File: config.mk
export PLATFORM = sky130hd
export DESIGN_NAME = nios_sysid_wait_timer
export DESIGN_NICKNAME = d
export VERILOG_FILES = /design/src/rtl/nios_sysid_wait_timer.sv
export SDC_FILE = /design/constraint.sdc
export NUM_CORES = 1
export LEC_CHECK = 0
export CAP_MARGIN = 10
export CORE_AREA = 2 2 39 41
export CTS_CLUSTER_DIAMETER = 50
export DETAILED_ROUTE_END_ITERATION = 10
export DIE_AREA = 0 0 41 43
export GPL_ROUTABILITY_DRIVEN = 0
export GPL_TIMING_DRIVEN = 0
export PLACE_DENSITY = 0.53
export REMOVE_ABC_BUFFERS = 1
export SETUP_SLACK_MARGIN = 0.1
export SLEW_MARGIN = 20
export SYNTH_ARGS = -nofsm -noshare
export SYNTH_HDL_FRONTEND = slang
export SYNTH_SLANG_ARGS = --single-unit
File: constraint.sdc
create_clock -name clock -period 2.1 [get_ports clock]
set_input_delay 0.42 -clock clock [delete_from_list [all_inputs] [get_ports clock]]
set_output_delay 0.42 -clock clock [all_outputs]
set_load 0.005 [all_outputs]
File: src/rtl/nios_sysid_wait_timer.sv
// Stall counter for one Avalon read: counts waitrequest cycles and flags the edge on which
// the read has been stalled for TIMEOUT_CYCLES cycles.
module nios_sysid_wait_timer #(
  parameter int unsigned TIMEOUT_CYCLES = 256
) (
  input  logic clock,
  input  logic reset_n,
  input  logic clear,
  input  logic count_en,
  output logic expired
);

  localparam int unsigned     CNT_W      = $clog2(TIMEOUT_CYCLES + 1);
  localparam logic [CNT_W-1:0] CNT_MAX    = CNT_W'(TIMEOUT_CYCLES);
  localparam logic [CNT_W-1:0] LAST_STALL = CNT_W'(TIMEOUT_CYCLES - 1);

  logic [CNT_W-1:0] r_count;

  if (TIMEOUT_CYCLES < 1) begin : g_bad_timeout
    $error("nios_sysid_wait_timer: TIMEOUT_CYCLES must be >= 1");
  end

  // Saturates at TIMEOUT_CYCLES; the owner clears it on every issue and accept.
  always_ff @(posedge clock) begin
    if (!reset_n) begin
      r_count <= '0;
    end else if (clear) begin
      r_count <= '0;
    end else if (count_en && (r_count != CNT_MAX)) begin
      r_count <= r_count + CNT_W'(1);
    end
  end

  // Fires on the stall edge that would bring the count to TIMEOUT_CYCLES, so the read
  // strobe is dropped on that same edge and never exceeds TIMEOUT_CYCLES stalled cycles.
  assign expired = count_en && (r_count == LAST_STALL);

endmodule : nios_sysid_wait_timer

==> results of run 1 <==
-- tightest hold or removal path, cell delays in order, from the launching register on --
cell and delay, ps:
sky130_fd_sc_hd__dfxtp_1 330, sky130_fd_sc_hd__o21ai_0 70, sky130_fd_sc_hd__a21oi_1 60
-- final timing paths --
kind                            startpoint          to  slack, ps  cells past startpoint
worst max register to register  r_count[0]  r_count[1]        410                      6
worst min register to register  r_count[5]  r_count[5]        510                      2
worst max-delay path            r_count[0]     expired        200                      6
worst min-delay path            r_count[5]  r_count[5]        510                      2
-- cell families (layout without fill, tap and decap cells) --
group	count (synthesis)	after routing	share of synthesized area, %
buf+inv	5	15	3.845
xor+xnor	2	2	3.590
mux	1	1	2.051
simple gates	23	23	27.95
flops	9	9	36.92
fa+ha+maj	3	3	7.693
compound gates	12	12	17.95
-- cell usage after synthesis, types with 2 or more instances --
cell                        n
sky130_fd_sc_hd__o2111ai_1  2
sky130_fd_sc_hd__a21oi_1    4
sky130_fd_sc_hd__dfxtp_1    9
sky130_fd_sc_hd__or4b_4     2
sky130_fd_sc_hd__inv_1      4
sky130_fd_sc_hd__xor2_1     2
sky130_fd_sc_hd__nor2_1     3
sky130_fd_sc_hd__nand2_1    6
sky130_fd_sc_hd__ha_1       3
sky130_fd_sc_hd__or3_1      2
sky130_fd_sc_hd__nand4_1    5
sky130_fd_sc_hd__o21ai_0    3
-- cells in the final DEF (no fill, tap or decap), types with 2 or more instances in the layout --
cell type,synthesis,final
sky130_fd_sc_hd__ha_1,3,2
sky130_fd_sc_hd__clkdlybuf4s50_1,0,2
sky130_fd_sc_hd__nor2_1,3,3
sky130_fd_sc_hd__nand4_1,5,5
sky130_fd_sc_hd__dfxtp_2,0,2
sky130_fd_sc_hd__inv_1,4,4
sky130_fd_sc_hd__nand2_1,6,6
sky130_fd_sc_hd__o2111ai_1,2,2
sky130_fd_sc_hd__xor2_1,2,2
sky130_fd_sc_hd__dfxtp_4,0,2
sky130_fd_sc_hd__dfxtp_1,9,5
sky130_fd_sc_hd__or4b_4,2,2
sky130_fd_sc_hd__a21oi_1,4,4
sky130_fd_sc_hd__or3_1,2,2
sky130_fd_sc_hd__clkbuf_4,0,3
sky130_fd_sc_hd__dlygate4sd2_1,0,2
sky130_fd_sc_hd__buf_4,0,3
sky130_fd_sc_hd__o21ai_0,3,3
-- what timing repair did --
| action | in CTS | in global routing |
|---|---|---|
| buffers inserted | 3 | 0 |
| endpoints found under the setup margin | 1 | 0 |
| hold buffers | 0 | 0 |
| gates resized for setup | 10 | 0 |
-- power breakdown --
group	switching, mW	internal, mW	leakage, nW	total, mW
registers	0.00222	0.171	0.0753	0.173
logic	0.0155	0.0148	0.123	0.0303
clock network	0.0630	0.0733	0.0150	0.136
-- through the flow --
| stage | cells | hold WS, ps | utilization (%) |
|---|---|---|---|
| floorplan | 54 | 470.2 | - |
| global placement | 74 | 489.0 | 39.33 |
| detailed placement | 74 | 500.2 | 39.33 |
| CTS | 81 | 504.7 | 44.30 |
| global route | 81 | 537.5 | 44.30 |
| finish | 81 | 505.4 | 44.30 |
-- final cells by class --
type                       instances  area share (%)
sequential                         9           31.02
clock buffer                       4           4.286
inverter                           4           2.449
tap                               16           3.265
timing repair buffer               7           9.796
multi-input combinational         41           49.18
-- routing by layer --
| layer | GRT usage (%) | up-vias | part of all wire [%] |
|---|---|---|---|
| met2 | 20.63 | 7 | 47 |
| met3 | 4.712 | 4 | 2.7 |
| met1 | 21.43 | 194 | 47 |
| li1 | - | 223 | - |
| met5 | 0 | - | 0 |
| met4 | 12.00 | 0 | 3.9 |
==> results by group, run 1 <==
Worst setup path
  – Critical Path, Cell by Cell: ha_4 > nand3_1 > nor2_1 > ha_1 > and2_1 > dlygate4sd2_1
  – Startpoint kind of the worst setup timing path: flip-flop
  – Kind of end point of the critical path: primary output
  – Critical path buffers and inverters: 1
  – Cell with the largest stage delay on the worst path: sky130_fd_sc_hd__dfxtp_4
  – Cell class contributing the biggest share of worst-path delay: flip-flops
  – Largest incremental delay on the critical path: 360 ps
  – Data required time at the worst endpoint: 1680 ps
  – CP Class: reg -> out
  – Biggest fanout along the worst timing path: 4
  – Arr. time, crit path: 1480 ps

Routing
  – Violation count after the first detailed-routing iteration: 4
  – Vias post-DR: 428
  – Detail Route Antenna Nets: 0
  – First-pass iteration count of the detailed router: 2
  – WL final: 978 um
  – DRC violation count after routing: 0
  – Per-cell via count in the routed design: 5.284
  – Average detailed-routed wire length per instance: 12.07 um

GRT
  – Global-route wire length before repair: 1807 um
  – Antenna violations before repair: 0
  – Pin count of the biggest net entering global routing: 11
  – Number of global-route vias before repair: 391
  – Total congestion overflow: 0
  – Tot GR Track Use: 16.01%

Cells and area
  – Flip-flop count of the largest register, all copies and words added: 9
  – Antenna cell count: 0
  – Nets@finish: 73
  – Layout cell share with drive strength beyond 1: 23.08%
  – Top register by number of flip-flops: r_count
  – Final Instance Area: 613.1 um2
  – Layout overhead on the synthesized area: 25.64%
  – Fillcell total: 135
  – Area taken by multi-input logic gates: 301.5 um2
  – Biggest regs: r_count (9)
  – Register cell area after layout: 190.2 um2

Die
  – Vertical extent of the die: 43 um
  – Die area: 1763 um2
  – Cell Rows: 14
  – Core ar.: 1384 um2
  – Die outline width: 41 um
  – Top-level I/O count: 5
  – Effective utilization at floorplan: 35.26%

Synth
  – Count of flip-flops with a built-in enable after synthesis: 0
  – Share of async-settable or async-resettable flops after synthesis: 0%
  – Leading register cell type out of synthesis: sky130_fd_sc_hd__dfxtp_1
  – Portion of the post-synthesis area used by sequential elements: 36.92%
  – Synthesized cell area: 488.0 um2
  – Synthesis warning total: 0
  – Top cell type by total area after synthesis: sky130_fd_sc_hd__dfxtp_1
  – Proportion of netlist area held by the largest area contributor: 36.92%
  – Average size of a mapped cell: 8.872 um2
  – Cell count after synthesis: 55
  – Post-synthesis register bit count: 9
  – Area contributors post-synth: sky130_fd_sc_hd__dfxtp_1 37%, sky130_fd_sc_hd__ha_1 7.7%, sky130_fd_sc_hd__nand4_1 6.4%
  – Post-synthesis cell type count: 22

CTS
  – Number of H-tree levels: 1
  – Worst-path clk slew: 60 ps
  – Clock tree root driver cell: sky130_fd_sc_hd__clkbuf_4
  – Clock tree from TritonCTS: yes
  – Clk buf depth: 2
  – Total CTS buffers: 3
  – Clock Sinks: 9
  – Clock latency on the worst-skew pair: 270 ps

Place
  – Port Buffer Count: 4
  – Instance area after placement: 544.3 um2
  – HPWL Detailed: 675.2 um
  – Worst Setup Slack post-DPL: -88.44 ps

STA
  – Transition time of the tightest slew-check pin: 362.3 ps
  – Final Max Slew Viols: 0
  – Setup-violating endpoint count in the final report: 0
  – Final cycle utilization of the critical path: 90.38%
  – Post-route setup TNS: 0 ps
  – RSZ-0062 raised after global routing: no
  – Time the final worst path needs with I/O delays and setup: 1898 ps
  – Max_slew headroom: 75.85%
  – Maximum frequency from static timing analysis: 526.9 MHz
  – Worst setup margin: 202.0 ps
  – Number of hold violations in the final report: 0
  – Clock skew after layout: 6.907 ps

Outcome
  – Outcome: finished clean

Pwr
  – Cell leakage power: 0.2130 nW
  – Power density cells: 554.7 nW/um2
  – Largest voltage drop on the vdd net: 0.3505 mV
  – Final total power: 0.3401 mW

Flow run
  – Max_cap viols: 0

Worst hold path
  – Hold crit path type: reg -> reg
Power figures use the tool's default switching activity.
==> run 2: changes to the inputs <==
--- a/config.mk
+++ b/config.mk
@@ -8,6 +8,7 @@
 export CAP_MARGIN = 10
 export CORE_AREA = 2 2 39 41
 export CTS_CLUSTER_DIAMETER = 50
+export CTS_CLUSTER_SIZE = 16
 export DETAILED_ROUTE_END_ITERATION = 10
 export DIE_AREA = 0 0 41 43
 export GPL_ROUTABILITY_DRIVEN = 0
==> constraint.sdc (replaced) <==
create_clock -name clock -period 1.99 [get_ports clock]
set_input_delay 0.398 -clock clock [delete_from_list [all_inputs] [get_ports clock]]
set_output_delay 0.398 -clock clock [all_outputs]
set_load 0.005 [all_outputs]
==> results by group, run 2 (synthesis results as in run 1) <==
GRT
  – Total congestion overflow: 0 (unchanged)
  – Tot GR Track Use: 16.01% (unchanged)
  – Number of global-route vias before repair: 391 (unchanged)
  – Antenna violations before repair: 0 (unchanged)
  – Global-route wire length before repair: 1807 um (unchanged)
  – Pin count of the biggest net entering global routing: 11 (unchanged)

Pwr
  – Final total power: 0.3562 mW (+4.7%)
  – Power density cells: 569.4 nW/um2 (+2.6%)
  – Largest voltage drop on the vdd net: 0.3636 mV (+3.7%)
  – Cell leakage power: 0.2101 nW (-1.4%)

Routing
  – Per-cell via count in the routed design: 5.321 (+0.70%)
  – Vias post-DR: 431 (+0.70%)
  – Detail Route Antenna Nets: 0 (unchanged)
  – First-pass iteration count of the detailed router: 2 (unchanged)
  – WL final: 986 um (+0.82%)
  – Average detailed-routed wire length per instance: 12.17 um (+0.82%)
  – DRC violation count after routing: 0 (unchanged)
  – Violation count after the first detailed-routing iteration: 5 (+1)

STA
  – Maximum frequency from static timing analysis: 555.9 MHz
  – Number of hold violations in the final report: 0 (unchanged)
  – RSZ-0062 raised after global routing: no
  – Time the final worst path needs with I/O delays and setup: 1799 ps
  – Clock skew after layout: 5.467 ps (-1.440 ps)
  – Smallest hold slack: 504.2 ps (-1.126 ps)
  – Max_slew headroom: 75.86% (about the same)
  – Final cycle utilization of the critical path: 90.40%
  – Final Max Slew Viols: 0 (unchanged)
  – Transition time of the tightest slew-check pin: 362.1 ps (-0.1906 ps)
  – Setup-violating endpoint count in the final report: 0 (unchanged)

Die
  – Die outline width: 41 um (unchanged)
  – Vertical extent of the die: 43 um (unchanged)
  – Top-level I/O count: 5 (unchanged)
  – Core ar.: 1384 um2 (unchanged)
  – Effective utilization at floorplan: 35.26% (unchanged)
  – Cell Rows: 14 (unchanged)
  – Die area: 1763 um2 (unchanged)

Worst setup path
  – Arr. time, crit path: 1400 ps (-80 ps)
  – Startpoint kind of the worst setup timing path: flip-flop
  – Critical Path, Cell by Cell: ha_4 > nand3_2 > nor2_2 > ha_1 > and2_1 > clkdlybuf4s15_1
  – Cell with the largest stage delay on the worst path: sky130_fd_sc_hd__dfxtp_4
  – Largest incremental delay on the critical path: 360 ps (about the same)
  – Critical path buffers and inverters: 1 (unchanged)
  – CP Class: reg -> out
  – Kind of end point of the critical path: primary output
  – Biggest fanout along the worst timing path: 4 (unchanged)
  – Cell class contributing the biggest share of worst-path delay: flip-flops
  – Data required time at the worst endpoint: 1590 ps (-90 ps)

CTS
  – Clk buf depth: 2 (unchanged)
  – Clock Sinks: 9 (unchanged)
  – Clock latency on the worst-skew pair: 260 ps (about the same)
  – Clock tree from TritonCTS: yes
  – Clock tree root driver cell: sky130_fd_sc_hd__clkbuf_4
  – Number of H-tree levels: 1 (unchanged)
  – CTS Hold Buffers Added: 0 (unchanged)
  – Worst-path clk slew: 60 ps (about the same)
  – Total CTS buffers: 3 (unchanged)

Cells and area
  – Layout overhead on the synthesized area: 28.21%
  – Post-layout utilization of the core: 45.21% (+0.90 points)
  – Final cell count without fillers: 81 (unchanged)
  – Flip-flop count of the largest register, all copies and words added: 9 (unchanged)
  – Top library cells by usage in the layout, fill and taps aside: 6 x sky130_fd_sc_hd__nand2_1, 5 x sky130_fd_sc_hd__nand4_1, 4 x sky130_fd_sc_hd__inv_1, 4 x sky130_fd_sc_hd__a21oi_1, 4 x sky130_fd_sc_hd__dfxtp_1
  – Area taken by multi-input logic gates: 309.0 um2 (+2.5%)
  – Fillcell total: 135 (unchanged)
  – Top register by number of flip-flops: r_count
  – Nets@finish: 73 (unchanged)
  – Register cell area after layout: 193.9 um2 (+2.0%)
  – Antenna cell count: 0 (unchanged)
  – Biggest regs: r_count (9)
  – Layout cell share with drive strength beyond 1: 27.69% (+4.6 points)
  – Most common cell after layout, fill and taps aside: sky130_fd_sc_hd__nand2_1

Place
  – DP Cell Count: 74 (unchanged)
  – Port Buffer Count: 4 (unchanged)
  – HPWL Detailed: 675.2 um (unchanged)

Outcome
  – Outcome: finished clean

Flow run
  – Max_cap viols: 0 (unchanged)

Worst hold path
  – Hold crit path type: reg -> reg
-- run 2: cell types whose count changed in the layout (fill, tap and decap cells not counted) --
| cell | change |
|---|---|
| sky130_fd_sc_hd__dfxtp_1 | -1 |
| sky130_fd_sc_hd__nand3_1 | -1 |
| sky130_fd_sc_hd__nor2_1 | -1 |
| sky130_fd_sc_hd__nor2_2 | +1 |
| sky130_fd_sc_hd__dfxtp_4 | +1 |
| sky130_fd_sc_hd__dlygate4sd2_1 | -1 |
| sky130_fd_sc_hd__clkdlybuf4s15_1 | +1 |
| sky130_fd_sc_hd__nand3_2 | +1 |
-- run 2: final timing paths --
check / start / endpoint / slack, ps / cells after the start
hold / removal: r_count[5] / r_count[5] / 500 / 2
setup reg to reg: r_count[0] / r_count[1] / 310 / 6
setup / recovery: r_count[0] / expired / 190 / 6
hold reg to reg: r_count[5] / r_count[5] / 500 / 2
-- run 2: cell type report --
cell class | instances | area share [%]
flip-flops and latches | 9 | 31.00
well taps | 16 | 3.200
inverters | 4 | 2.400
multi-input cells | 41 | 49.40
clock buffers | 4 | 4.200
repair buffers | 7 | 9.800
-- run 2: through the flow --
stage                     setup WS [ps]  cell area (um2)  setup TNS, ps
final                             191.0            625.6              0
after global routing              113.4            625.6              0
after CTS                         104.8            613.1              0
after detailed placement         -154.4            544.3         -154.4
after global placement           -158.9            544.3         -158.9
after floorplan                   532.0            484.2              0
-- run 2: timing repair --
item / 4_1_cts / 5_1_grt
gates resized for setup: 10 / 5
endpoints found under the setup margin: 1 / 1
buffers inserted: 3 / 0
pin swaps: 2 / 1
-- run 2: routing by layer --
layer  global-route usage, %  vias up  share of wire, %
met5                       0        -                 0
met4                   12.00        0               3.9
met3                   4.712        4               2.6
met2                   20.63        7                48
met1                   21.43      196                46
li1                        -      224                 -
-- run 2: worst register-to-register path, cell delays in order, from the launching register on --
cell and delay (ps):
sky130_fd_sc_hd__dfxtp_4 360, sky130_fd_sc_hd__buf_4 150, sky130_fd_sc_hd__inv_1 70, sky130_fd_sc_hd__ha_1 130
sky130_fd_sc_hd__or4b_4 470, sky130_fd_sc_hd__o21a_4 250, sky130_fd_sc_hd__o31ai_2 160
-- run 2: power breakdown --
group	internal, mW	switching [mW]	total, mW
Clock	0.0774	0.0652	0.143
Combinational	0.0156	0.0163	0.0319
Sequential	0.179	0.00233	0.182
==> run 3: changes to the inputs <==
--- a/config.mk
+++ b/config.mk
@@ -13,7 +13,7 @@
 export DIE_AREA = 0 0 41 43
 export GPL_ROUTABILITY_DRIVEN = 0
 export GPL_TIMING_DRIVEN = 0
-export PLACE_DENSITY = 0.53
+export PLACE_DENSITY = 0.55
 export REMOVE_ABC_BUFFERS = 1
 export SETUP_SLACK_MARGIN = 0.1
 export SLEW_MARGIN = 20
==> constraint.sdc (replaced) <==
create_clock -name clock -period 1.5 [get_ports clock]
set_input_delay 0.3 -clock clock [delete_from_list [all_inputs] [get_ports clock]]
set_output_delay 0.3 -clock clock [all_outputs]
set_load 0.005 [all_outputs]
==> results by group, run 3 (synthesis results as in run 1) <==
Cells and area
  – Layout overhead on the synthesized area: 35.38%
  – Nets@finish: 76 (+4.1%)
  – Top register by number of flip-flops: r_count
  – Biggest regs: r_count (9)
  – Most common cell after layout, fill and taps aside: sky130_fd_sc_hd__nand2_1
  – Antenna cell count: 0 (unchanged)
  – Final cell count without fillers: 84 (+3.7%)
  – Fillcell total: 134 (-0.74%)
  – Layout cell share with drive strength beyond 1: 38.24% (+11 points)
  – Flip-flop count of the largest register, all copies and words added: 9 (unchanged)
  – Post-layout utilization of the core: 47.74% (+2.5 points)
  – Top library cells by usage in the layout, fill and taps aside: 6 x sky130_fd_sc_hd__nand2_1, 5 x sky130_fd_sc_hd__nand4_1, 4 x sky130_fd_sc_hd__dfxtp_1, 4 x sky130_fd_sc_hd__buf_4

Routing
  – Routed length on met1: 480 um (+6.9%)
  – Detail Route Antenna Nets: 0 (unchanged)
  – First-pass iteration count of the detailed router: 5 (+3)
  – Highest metal layer used by the detailed router: met4
  – WL final: 1046 um (+6.1%)
  – Violation count after the first detailed-routing iteration: 9 (+4)
  – Routed met2 length: 503 um (+6.8%)
  – DRC violation count after routing: 0 (unchanged)
  – Average detailed-routed wire length per instance: 12.45 um (+2.3%)
  – Per-cell via count in the routed design: 5.417 (+1.8%)
  – Detail Route met3 WL: 48 um (+85%)
  – Vias post-DR: 455 (+5.6%)

Die
  – Vertical extent of the die: 43 um (unchanged)
  – Cell Rows: 14 (unchanged)
  – Top-level I/O count: 5 (unchanged)
  – Core ar.: 1384 um2 (unchanged)
  – Die outline width: 41 um (unchanged)
  – Effective utilization at floorplan: 35.26% (unchanged)
  – Die area: 1763 um2 (unchanged)

CTS
  – Clk buf depth: 2 (unchanged)
  – CTS Hold Buffers Added: 0 (unchanged)
  – Total CTS buffers: 3 (unchanged)
  – Clock latency on the worst-skew pair: 260 ps (about the same)
  – Clock tree root driver cell: sky130_fd_sc_hd__clkbuf_4
  – Clock tree from TritonCTS: yes
  – Number of H-tree levels: 1 (unchanged)
  – Clock Sinks: 9 (unchanged)
  – Worst-path clk slew: 70 ps (about the same)

STA
  – Final Max Slew Viols: 0 (unchanged)
  – Clock skew after layout: 10.82 ps (+5.354 ps)
  – Smallest hold slack: 510.5 ps (+6.246 ps)
  – Maximum frequency from static timing analysis: 619.6 MHz
  – Time the final worst path needs with I/O delays and setup: 1614 ps
  – Final cycle utilization of the critical path: 107.6%
  – Setup-violating endpoint count in the final report: 5 (+5)
  – Worst setup margin: -114.0 ps (-304.9 ps)
  – RSZ-0062 raised after global routing: yes
  – Transition time of the tightest slew-check pin: 355.8 ps (-6.349 ps)
  – Number of hold violations in the final report: 0 (unchanged)
  – Max_slew headroom: 76.24% (+0.38 points)

Flow run
  – Max_cap viols: 0 (unchanged)

Worst setup path
  – Count of cells along the worst register-to-register path: 6 (unchanged)
  – CP Class: reg -> reg
  – Flop-to-flop setup slack: -110 ps (-420 ps)
  – Arr. time, crit path: 1780 ps (+380 ps)
  – Startpoint kind of the worst setup timing path: flip-flop
  – Start of the worst register-to-register path: r_count[0]
  – Biggest fanout along the worst timing path: 3 (-1)
  – Data required time at the worst endpoint: 1660 ps (+70 ps)
  – Worst flop-to-flop path endpoint: r_count[1]
  – Kind of end point of the critical path: flip-flop

Pwr
  – Power density cells: 731.8 nW/um2 (+29%)
  – Largest voltage drop on the vdd net: 0.3486 mV (-4.1%)
  – Cell leakage power: 0.2377 nW (+13%)

Worst hold path
  – Cells on Worst Hold Path: 2 (unchanged)
  – Hold crit path type: reg -> reg
  – Worst min-delay path endpoint: r_count[5]
  – Hold wc startpoint: r_count[5]

GRT
  – Antenna violations before repair: 0 (unchanged)
  – Pin count of the biggest net entering global routing: 11 (unchanged)
  – Tot GR Track Use: 15.81% (-0.20 points)
  – Global-route wire length before repair: 1856 um (+2.7%)
  – Number of global-route vias before repair: 416 (+6.4%)
  – Total congestion overflow: 0 (unchanged)

Outcome
  – Outcome: finished with violations
  – Violated checks: setup timing

Place
  – Port Buffer Count: 4 (unchanged)
  – DP Cell Count: 74 (unchanged)
  – HPWL Detailed: 676.4 um (+0.18%)
-- run 3: cell types whose count changed in the layout (fill, tap and decap cells not counted), sizes merged --
cell | before | now
dlygate4sd2 | 1 | 0
dlymetal6s2s | 0 | 1
clkdlybuf4s15 | 1 | 0
buf | 3 | 7
-- run 3: worst max-delay path, cell delays in order, from the launching register on --
cell	delay [ps]
sky130_fd_sc_hd__dfxtp_4	360
sky130_fd_sc_hd__buf_6	110
sky130_fd_sc_hd__inv_2	40
sky130_fd_sc_hd__ha_1	130
sky130_fd_sc_hd__or4b_4	470
sky130_fd_sc_hd__o21a_4	230
sky130_fd_sc_hd__o31ai_2	160
-- run 3: report_power, final --
part | leakage (nW) | internal (mW) | switching (mW) | total, mW
clock | 0.0150 | 0.102 | 0.0880 | 0.190
sequential | 0.0758 | 0.240 | 0.00341 | 0.243
combinational | 0.147 | 0.0262 | 0.0238 | 0.0500
-- run 3: final cells by class --
cell class | count | area (um2) | area share (%)
flip-flops and latches | 9 | 191.4 | 28.98
repair buffers | 10 | 90.09 | 13.64
multi-input cells | 41 | 315.3 | 47.73
well taps | 16 | 20.02 | 3.030
clock buffers | 4 | 26.28 | 3.977
inverters | 4 | 17.52 | 2.652
-- run 3: per-stage QoR --
step                      setup TNS, ps  total power, mW  cell area [um2]  setup WS, ps
final                            -367.1           0.4834            660.6        -114.0
after CTS                        -333.1           0.4909            653.1        -116.5
after global routing             -619.9           0.5057            660.6        -162.7
after floorplan                       0           0.2726            484.2         42.01
after detailed placement          -1017           0.2901            544.3        -450.9
after global placement           -981.7           0.2896            544.3        -453.4
-- run 3: what timing repair did --
item | CTS | global route
endpoints found under the setup margin | 5 | 8
pin swaps | 5 | 0
hold endpoints to repair | 0 | 0
setup buffers | 6 | 0
gates resized for setup | 20 | 3
-- run 3: layer usage --
metal,global-route usage (%),up-vias
met5,0,-
met4,10.00,0
met3,3.141,2
met1,21.10,204
met2,22.19,17
li1,-,232
-- run 3: worst max-delay path by stage --
stage,start,endpoint,slack [ps],depth (start not counted)
6_report,r_count[0],r_count[1],-110,6
2_1_floorplan,r_count[0],r_count[1],40,5
4_1_cts,r_count[0],expired,-120,6
3_3_place_gp,count_en,expired,-450,3
5_1_grt,r_count[0],r_count[1],-160,6
3_5_place_dp,count_en,expired,-450,3
